**src/rtl/vga_sync.sv**
```systemverilog
// 640x480@60 Hz VGA timing generator running on the 25 MHz pixel clock.
// All outputs are registered decodes of the h/v counters, so they stay mutually aligned.
module vga_sync #(
    parameter int H_ACTIVE  = 640,
    parameter int H_FP      = 16,
    parameter int H_SYNC    = 96,
    parameter int H_BP      = 48,
    parameter int V_ACTIVE  = 480,
    parameter int V_FP      = 10,
    parameter int V_SYNC    = 2,
    parameter int V_BP      = 33,
    parameter int HSYNC_POL = 0,
    parameter int VSYNC_POL = 0,
    parameter int CNT_W     = 10
) (
    input  logic             clk_25,
    input  logic             rst_n,
    output logic             hsync,
    output logic             vsync,
    output logic             de,
    output logic [CNT_W-1:0] pix_x,
    output logic [CNT_W-1:0] pix_y,
    output logic             line_start,
    output logic             frame_start,
    output logic             vblank
);

    localparam int H_TOTAL = H_ACTIVE + H_FP + H_SYNC + H_BP;
    localparam int V_TOTAL = V_ACTIVE + V_FP + V_SYNC + V_BP;

    localparam logic [CNT_W-1:0] H_LAST   = CNT_W'(H_TOTAL - 1);
    localparam logic [CNT_W-1:0] V_LAST   = CNT_W'(V_TOTAL - 1);
    localparam logic [CNT_W-1:0] H_ACT    = CNT_W'(H_ACTIVE);
    localparam logic [CNT_W-1:0] V_ACT    = CNT_W'(V_ACTIVE);
    localparam logic [CNT_W-1:0] HS_START = CNT_W'(H_ACTIVE + H_FP);
    localparam logic [CNT_W-1:0] HS_END   = CNT_W'(H_ACTIVE + H_FP + H_SYNC);
    localparam logic [CNT_W-1:0] VS_START = CNT_W'(V_ACTIVE + V_FP);
    localparam logic [CNT_W-1:0] VS_END   = CNT_W'(V_ACTIVE + V_FP + V_SYNC);

    localparam logic HS_ON = (HSYNC_POL != 0);
    localparam logic VS_ON = (VSYNC_POL != 0);

    logic [CNT_W-1:0] h_cnt;
    logic [CNT_W-1:0] v_cnt;
    logic             h_wrap;
    logic             v_wrap;

    function automatic logic in_hsync(input logic [CNT_W-1:0] h);
        return (h >= HS_START) && (h < HS_END);
    endfunction

    function automatic logic in_vsync(input logic [CNT_W-1:0] v);
        return (v >= VS_START) && (v < VS_END);
    endfunction

    function automatic logic visible(input logic [CNT_W-1:0] h, input logic [CNT_W-1:0] v);
        return (h < H_ACT) && (v < V_ACT);
    endfunction

    assign h_wrap = (h_cnt == H_LAST);
    assign v_wrap = (v_cnt == V_LAST);

    // Counters advance and the current (h_cnt, v_cnt) point is decoded into the output registers.
    always_ff @(posedge clk_25) begin
        if (!rst_n) begin
            h_cnt       <= '0;
            v_cnt       <= '0;
            pix_x       <= '0;
            pix_y       <= '0;
            de          <= 1'b0;
            line_start  <= 1'b0;
            frame_start <= 1'b0;
            vblank      <= 1'b0;
            hsync       <= ~HS_ON;
            vsync       <= ~VS_ON;
        end else begin
            h_cnt <= h_wrap ? '0 : h_cnt + CNT_W'(1);
            if (h_wrap) begin
                v_cnt <= v_wrap ? '0 : v_cnt + CNT_W'(1);
            end
            pix_x       <= h_cnt;
            pix_y       <= v_cnt;
            de          <= visible(h_cnt, v_cnt);
            line_start  <= (h_cnt == '0);
            frame_start <= (h_cnt == '0) && (v_cnt == '0);
            vblank      <= (v_cnt >= V_ACT);
            hsync       <= in_hsync(h_cnt) ? HS_ON : ~HS_ON;
            // vsync depends only on the line number, so it flips together with pix_x returning to 0
            vsync       <= in_vsync(v_cnt) ? VS_ON : ~VS_ON;
        end
    end

endmodule

```
**config.mk**
```make
export PLATFORM = sky130hd
export DESIGN_NAME = vga_sync
export DESIGN_NICKNAME = d
export VERILOG_FILES = /design/src/rtl/vga_sync.sv
export SDC_FILE = /design/constraint.sdc
export NUM_CORES = 1
export LEC_CHECK = 0
export CAP_MARGIN = 20
export CORE_MARGIN = 3
export CORE_UTILIZATION = 46
export CTS_CLUSTER_DIAMETER = 120
export DETAILED_ROUTE_END_ITERATION = 8
export PLACE_DENSITY = 0.7
export SLEW_MARGIN = 20
export SYNTH_ARGS = -nofsm -noshare
export SYNTH_HDL_FRONTEND = slang
export SYNTH_SLANG_ARGS = --single-unit
export TNS_END_PERCENT = 5
```
**constraint.sdc**
```tcl
create_clock -name clk_25 -period 4.1 [get_ports clk_25]
set_input_delay 0.615 -clock clk_25 [delete_from_list [all_inputs] [get_ports clk_25]]
set_output_delay 0.615 -clock clk_25 [all_outputs]
set_load 0.02 [all_outputs]
```
==> results of run 1 <==
## registers in the layout, indices dropped and copies added, names as in the netlist
| name | cells |
|---|---|
| pix_y | 10 |
| pix_x | 10 |
| hsync | 1 |
| de | 1 |
| frame_start | 1 |
| v_cnt | 10 |
| vblank | 1 |
| h_cnt | 10 |
| vsync | 1 |
| line_start | 1 |
## worst min-delay path by stage
stage               slack (ns)      from       end
global placement          0.46  h_cnt[0]  h_cnt[0]
floorplan                 0.44  h_cnt[0]  h_cnt[0]
finish                    0.48  h_cnt[0]  h_cnt[0]
global route              0.53  h_cnt[1]  pix_x[1]
CTS                       0.49  h_cnt[0]  h_cnt[0]
detailed placement        0.47  h_cnt[0]  h_cnt[0]
## cell families after synthesis
kind of cell,after synthesis
simple gates,86
flops,46
buf+inv,18
xor+xnor,13
compound gates,9
fa+ha+maj,4
mux,1
## through the flow
| step | hold WS [ns] | std cells | utilization [%] | total power [mW] | setup WS [ns] |
|---|---|---|---|---|---|
| 4_1_cts | 0.487 | 249 | 61.3 | 0.829 | 2.07 |
| 6_report | 0.481 | 249 | 61.3 | 0.822 | 2.08 |
| 5_1_grt | 0.527 | 249 | 61.3 | 0.853 | 1.95 |
| 2_1_floorplan | 0.438 | 177 | - | 0.487 | 2.28 |
| 3_5_place_dp | 0.469 | 242 | 58.0 | 0.500 | 1.93 |
| 3_3_place_gp | 0.457 | 242 | 58.0 | 0.500 | 2.02 |
## Yosys cell counts (6+ instances only)
cell	n
nand3_1	8
nand4_1	6
xor2_1	6
nand2_1	7
inv_1	10
xnor2_1	7
nor2_1	31
and2_1	11
dfxtp_1	46
## routing by layer
metal  GRT usage [%]  vias up
met5               0        -
met4            4.56        0
met2            25.7       28
met3            5.40        5
met1            20.1      589
li1                -      636
## cell type report
type                    count  area (um2)  share of cell area (%)
flip-flops and latches     46         921                    43.7
multi-input cells         113         709                    33.6
repair buffers             27         270                    12.8
clock buffers               6        82.6                    3.92
well taps                  46        57.6                    2.73
inverters                  10        37.5                    1.78
clock inverters             1        30.0                    1.42
## cells in the final DEF (no fill, tap or decap), drive strengths merged, types with 3 or more instances in the layout
| cell | netlist | routed |
|---|---|---|
| nand2 | 7 | 7 |
| nor2 | 31 | 31 |
| xor2 | 6 | 6 |
| and2 | 12 | 12 |
| inv | 10 | 10 |
| clkbuf | 4 | 6 |
| or4 | 3 | 3 |
| clkdlybuf4s50 | 0 | 27 |
| o21ai | 4 | 4 |
| xnor2 | 7 | 7 |
| nor4 | 3 | 3 |
| ha | 4 | 4 |
| and3 | 5 | 5 |
| nand3 | 8 | 8 |
| dfxtp | 46 | 46 |
| nand4 | 6 | 6 |
## power groups by stage
stage          registers (mW)  clock network [mW]  logic (mW)
2_1_floorplan           0.471                   0      0.0152
3_3_place_gp            0.468                   0      0.0319
3_5_place_dp            0.468                   0      0.0321
4_1_cts                 0.457               0.339      0.0324
5_1_grt                 0.458               0.359      0.0352
6_report                0.457               0.333      0.0320
==> metrics.csv, run 1 <==
metric,value,unit
status,"complete, no violations",
ys_seq_area_share,53.9,%
ys.flop_type,dfxtp_1,
wl,3.16,mm
p_seq_share,55.6,%
peakVddDrop,258,uV
syn_nets,183,
finalSetupViolations,0,
wl_per_cell,12.7,um
cts_tree,done,
initial_core_util,49.6,%
drtIter0Drc,51,
cp.depth,5,
fmax,495,MHz
path_cells,"ha_1, nand3_1, or3_1, o31ai_4, nor2_1",
endpoint,v_cnt[1],
placement.io_buffers,27,
hold_buffers,0,
synth-async-reset-ratio,0,%
path_delay_family,simple AND/OR/NAND/NOR gates,
path_max_fanout,7,
die_w,66.9,um
reg2reg_slack,2.08,ns
path_clk_slew,0.08,ns
antenna_found_initial,0,
synth-xor-area-share,6.67,%
highest_layer,met4,
clock-sinks,46,
hold_viol,0,
synth_area_leaders,"dfxtp_1 54%, nor2_1 6.8%, and2_1 4.0%",
cts_setup_buffers,0,
power.switching,0.160,mW
synth_compound_area_share,4.25,%
slowest_delay,0.56,ns
synthSimpleGateAreaFrac,27.1,%
path_buf_inv,0,
die_h,66.9,um
vias,1258,
ios,28,
grt_use_total,16.0,%
p_int,0.662,mW
worstReg2RegStart,h_cnt[0],
h-tree-depth,2,
area_delta_synth_final,23.4,%
wl_met3,183,um
num-nets-final,209,
routabilityCongestion,0.777,
cp-start-kind,flip-flop,
syn-cell-area,1710,um2
die_area,4480,um2
total_leakage_power,0.816,nW
drc,0,
grt_pass1_vias,1159,
ant_nets,0,
period_needed,2.02,ns
grt_start_max_net_pins,22,
clock_path_buffers,2,
slowest_stage,or3_1,
cts-root-buf,clkbuf_8,
synth_top_area_cell,dfxtp_1,
avgSynthCellArea,9.65,um2
avgViaCountPerCell,5.05,
end_kind,flip-flop,
p_per_area,390,nW/um2
dp_hpwl,2.31,mm
slew_viol_final,0,
grt_pass1_wl,5.35,mm
worstMarginPinSlew,0.665,ns
grt_overflow,0,
met2WireLength,1.42,mm
core.rowCount,21,
fin_worst_skew,0.00676,ns
drt_pre_antenna_iters,4,
period_share,49.3,%
synth_cell_types,34,
critical_path.startpoint,h_cnt[0],
placed_area,2000,um2
numCtsBuffers,5,
r2r_end,v_cnt[1],
hold_class,reg2reg,
synth_top_family_by_area,simple AND/OR/NAND/NOR gates,
yosysWarnings,0,
clock_latency,0.30,ns
pwr-share-clk,40.5,%
drive_above_1_share,7.39,%
ys_ff_latch,46,
p_sw_share,19.5,%
netlist_instances,177,
rr_worst_depth,5,
cp.arrival,2.20,ns
netlist.area_leader.share,53.9,%
crit_required,4.28,ns
post-route-cell-area,2110,um2
worstSetupPathType,reg2reg,
synthAdderAreaFrac,2.93,%
drv_cap,0,
synth_mux_area_share,0.586,%
synth_edf_count,0,
wl_met1,1.51,mm
core_area,3440,um2
min_path_cells,1,
rsz0062_at_grt,false,
slew_headroom,55.5,%
diodes,0,
cts.repair.resized,0,
combinationalPowerShare,3.9,%
fill_cells,301,
finalSetupTns,0,ns
Note: power is estimated with default switching activity, not from simulation.
==> run 2, diff against run 1 <==
--- a/config.mk
+++ b/config.mk
@@ -10,7 +10,7 @@
 export CORE_UTILIZATION = 46
 export CTS_CLUSTER_DIAMETER = 120
 export DETAILED_ROUTE_END_ITERATION = 8
-export PLACE_DENSITY = 0.7
+export PLACE_DENSITY = 0.73
 export SLEW_MARGIN = 20
 export SYNTH_ARGS = -nofsm -noshare
 export SYNTH_HDL_FRONTEND = slang
==> constraint.sdc (replaced) <==
create_clock -name clk_25 -period 1.8 [get_ports clk_25]
set_input_delay 0.27 -clock clk_25 [delete_from_list [all_inputs] [get_ports clk_25]]
set_output_delay 0.27 -clock clk_25 [all_outputs]
set_load 0.02 [all_outputs]
==> metrics.csv, run 2 (synthesized netlist as in run 1, its figures left out) <==
metric,value,unit,change
p_per_area,902,nW/um2,+130%
grt_pass1_vias,1191,,+2.8%
worstSetupPathType,reg2reg,,
area_delta_synth_final,33.3,%,
path_max_fanout,5,,-2
drc,0,,unchanged
path_clk_slew,0.08,ns,about the same
layout_commonest_cell,dfxtp_1,,
end_kind,flip-flop,,
slew_headroom,68.9,%,+13 points
drv_cap,0,,unchanged
vias,1302,,+3.5%
setup_ws,0.0156,ns,-2.06 ns
hold_viol,0,,unchanged
total_leakage_power,0.901,nW,+10%
grt_overflow,0,,unchanged
period_needed,1.78,ns,-0.236 ns
num-nets-final,222,,+6.2%
avgViaCountPerCell,4.95,,-2.0%
status,"complete, no violations",,
core.rowCount,21,,unchanged
slew_viol_final,0,,unchanged
placement.io_buffers,27,,unchanged
grt_pass1_wl,5.43,mm,+1.6%
hold_buffers,0,,unchanged
initial_core_util,49.6,%,unchanged
grt_start_max_net_pins,15,,-32%
layout_common_cells,"44 x dfxtp_1, 31 x nor2_1, 27 x clkdlybuf4s50_1, 12 x buf_4, 11 x and2_1",,
wl,3.38,mm,+7.0%
crit_required,2.04,ns,-2.24 ns
drtIter0Drc,66,,+29%
grt_use_total,16.4,%,+0.42 points
dp_hpwl,2.35,mm,+2.1%
die_w,66.9,um,unchanged
clock_latency,0.30,ns,about the same
hold_class,reg2reg,,
fmax,560,MHz,+13%
diodes,0,,unchanged
rsz0062_at_grt,true,,
period_share,99.1,%,+50 points
path_buf_inv,1,,+1
fin_util,66.2,%,+4.9 points
cts_tree,done,,
wl_per_cell,12.9,um,+1.3%
drive_above_1_share,16.6,%,+9.2 points
peakVddDrop,679,uV,+160%
die_h,66.9,um,unchanged
ant_nets,0,,unchanged
cp-start-kind,flip-flop,,
core_area,3440,um2,unchanged
h-tree-depth,2,,unchanged
numCtsBuffers,5,,unchanged
holdWs,0.530,ns,+0.0486 ns
fin_worst_skew,0.00994,ns,+0.00318 ns
cts-root-buf,clkbuf_8,,
antenna_found_initial,0,,unchanged
routabilityCongestion,0.794,,+2.2%
fill_cells,267,,-11%
finalSetupViolations,0,,unchanged
place_ws,0.00136,ns,-1.93 ns
path_delay_family,simple AND/OR/NAND/NOR gates,,
die_area,4480,um2,unchanged
cp.arrival,2.02,ns,-0.18 ns
clock_path_buffers,2,,unchanged
path_cells,"ha_4, buf_6, nand4_1, or4_4, or3_4, a21oi_2",,
clock-sinks,46,,unchanged
slowest_stage,or4_4,,
worstMarginPinSlew,0.466,ns,-0.200 ns
slowest_delay,0.54,ns,-0.02 ns
drt_pre_antenna_iters,4,,unchanged
ios,28,,unchanged
## run 2: cell count changes in the layout (fill, tap and decap cells not counted), moves of 2 or more
cell / before / now
or3_1: 2 / 0
buf_4: 0 / 12
or3_4: 0 / 2
dfxtp_1: 46 / 44
## run 2: layout make-up
class / instances / area, um2 / area share, %
clock buffers: 6 / 82.6 / 3.63
clock inverters: 2 / 60.1 / 2.64
inverters: 10 / 37.5 / 1.65
multi-input cells: 113 / 742 / 32.6
flip-flops and latches: 46 / 926 / 40.7
well taps: 46 / 57.6 / 2.53
repair buffers: 40 / 372 / 16.3
## run 2: routing by layer
| metal | share of wire (%) | global-route usage, % |
|---|---|---|
| met5 | 0 | 0 |
| met4 | 1.7 | 6.33 |
| met3 | 7.1 | 5.90 |
| met2 | 44 | 23.8 |
| met1 | 47 | 22.0 |
## run 2: where the power goes
group | total (mW) | switching [mW] | leakage [nW] | internal (mW)
sequential | 1.04 | 0.00876 | 0.373 | 1.03
clock | 0.924 | 0.332 | 0.0714 | 0.592
combinational | 0.0893 | 0.0486 | 0.456 | 0.0407
total | 2.05 | 0.389 | 0.901 | 1.66
## run 2: repair_timing
action	in CTS	in global routing
pin swaps	0	2
buffers inserted	0	1
resized for setup	1	10
endpoints found under the setup margin	1	7
## run 2: metrics by stage
stage / setup TNS [ns] / instances / cell area [um2] / power, mW
final: 0 / 263 / 2280 / 2.05
after global routing: -0.0474 / 263 / 2280 / 2.14
after CTS: 0 / 262 / 2230 / 2.07
after detailed placement: 0 / 254 / 2090 / 1.15
after global placement: 0 / 254 / 2090 / 1.15
after floorplan: 0 / 177 / 1710 / 1.11
## run 2: final timing paths
path | from | endpoint | slack (ns) | cells past startpoint
setup / recovery | h_cnt[1] | v_cnt[9] | 0.02 | 6
hold / removal | h_cnt[6] | pix_x[6] | 0.53 | 1
setup reg to reg | h_cnt[1] | v_cnt[9] | 0.02 | 6
hold reg to reg | h_cnt[6] | pix_x[6] | 0.53 | 1
==> run 3, diff against run 2 <==
--- a/config.mk
+++ b/config.mk
@@ -6,7 +6,6 @@
 export NUM_CORES = 1
 export LEC_CHECK = 0
 export CAP_MARGIN = 20
-export CORE_MARGIN = 3
 export CORE_UTILIZATION = 46
 export CTS_CLUSTER_DIAMETER = 120
 export DETAILED_ROUTE_END_ITERATION = 8
==> metrics.csv, run 3 (synthesized netlist as in run 1, its figures left out) <==
metric,value,unit,change
status,"complete, no violations",,
worstMarginPinSlew,0.461,ns,-0.00472 ns
initial_core_util,49.6,%,unchanged
cp-start-kind,flip-flop,,
grt_overflow,0,,unchanged
ant_nets,0,,unchanged
period_share,96.8,%,-2.3 points
core_area,3440,um2,unchanged
diodes,0,,unchanged
drc,0,,unchanged
die_area,3960,um2,-12%
wl_per_cell,12.6,um,-1.8%
end_kind,flip-flop,,
routabilityCongestion,0.827,,+4.1%
avgViaCountPerCell,5.03,,+1.7%
rsz0062_at_grt,false,,
wl,3.34,mm,-1.1%
drtIter0Drc,39,,-41%
fill_cells,250,,-6.4%
layout_common_cells,"44 x dfxtp_1, 31 x nor2_1, 27 x clkdlybuf4s50_1, 15 x buf_4, 11 x and2_1",,
area_delta_synth_final,33.8,%,
path_max_fanout,3,,-2
holdWs,0.528,ns,-0.00192 ns
num-nets-final,224,,+0.90%
dp_hpwl,2.32,mm,-1.3%
grt_pass1_vias,1269,,+6.5%
clock_latency,0.30,ns,about the same
seq_area,923,um2,-0.27%
p_per_area,898,nW/um2,-0.47%
drive_above_1_share,17.4,%,+0.76 points
cts_tree,done,,
core.rowCount,21,,unchanged
vias,1334,,+2.5%
cp.arrival,1.98,ns,-0.04 ns
cts-root-buf,clkbuf_8,,
period_needed,1.74,ns,-0.0419 ns
hold_class,reg2reg,,
hold_viol,0,,unchanged
setup_ws,0.0575,ns,+0.0419 ns
numCtsBuffers,5,,unchanged
place_ws,-0.0128,ns,-0.0142 ns
multi_input_area,742,um2,unchanged
fin_worst_skew,0.00611,ns,-0.00383 ns
fmax,574,MHz,+2.4%
crit_required,2.04,ns,about the same
antenna_found_initial,0,,unchanged
finalSetupViolations,0,,unchanged
clock-sinks,46,,unchanged
drt_pre_antenna_iters,4,,unchanged
grt_use_total,18.4,%,+2.0 points
slew_viol_final,0,,unchanged
path_clk_slew,0.08,ns,about the same
die_h,62.9,um,-6.0%
h-tree-depth,2,,unchanged
grt_pass1_wl,5.59,mm,+2.9%
worstSetupPathType,reg2reg,,
layout_commonest_cell,dfxtp_1,,
hold_buffers,0,,unchanged
placement.io_buffers,27,,unchanged
drv_cap,0,,unchanged
slew_headroom,69.2,%,+0.32 points
peakVddDrop,417,uV,-39%
clock_path_buffers,2,,unchanged
total_leakage_power,0.908,nW,+0.83%
ios,28,,unchanged
grt_start_max_net_pins,15,,unchanged
die_w,62.9,um,-6.0%
fin_util,66.4,%,+0.25 points
run 3: timing repair:
item,4_1_cts,5_1_grt
buffers inserted,0,2
pin swaps,0,4
endpoints found under the hold margin,0,0
setup endpoints to repair,1,7
gates resized for setup,1,8
run 3: layout make-up:
cell class              instances  share of cell area, %
inverters                      10                   1.64
well taps                      46                   2.52
flip-flops and latches         46                   40.4
multi-input cells             113                   32.5
clock buffers                   6                   3.61
repair buffers                 42                   16.7
clock inverters                 2                   2.63
run 3: metal layers:
layer	part of all wire [%]	global-route usage, %
met1	47	23.3
met2	45	28.2
met3	6.0	4.56
met4	2.5	10.5
met5	0	0
run 3: final timing paths:
path                  from       end  slack (ns)  cells after the start
setup / recovery  h_cnt[0]  v_cnt[9]        0.06                      6
hold / removal    h_cnt[6]  pix_x[6]        0.53                      1
hold reg to reg   h_cnt[6]  pix_x[6]        0.53                      1
setup reg to reg  h_cnt[0]  v_cnt[9]        0.06                      6
run 3: through the flow:
stage	setup TNS, ns	power [mW]	cell area [um2]	cells
2_1_floorplan	0	1.11	1710	177
3_3_place_gp	0	1.15	2090	255
3_5_place_dp	-0.0128	1.15	2090	255
4_1_cts	0	2.06	2240	263
5_1_grt	0	2.13	2290	265
6_report	0	2.05	2290	265
run 3: report_power, final:
group          internal [mW]  switching, mW
sequential              1.03        0.00786
combinational         0.0431         0.0500
clock                  0.592          0.327
run 3: worst max-delay path, cell delays in order (launching register included):
cell and delay, ns:
dfxtp_2 0.36, ha_4 0.14, buf_4 0.11, nand4_1 0.11, or4_4 0.51, or3_4 0.34
a21oi_2 0.12
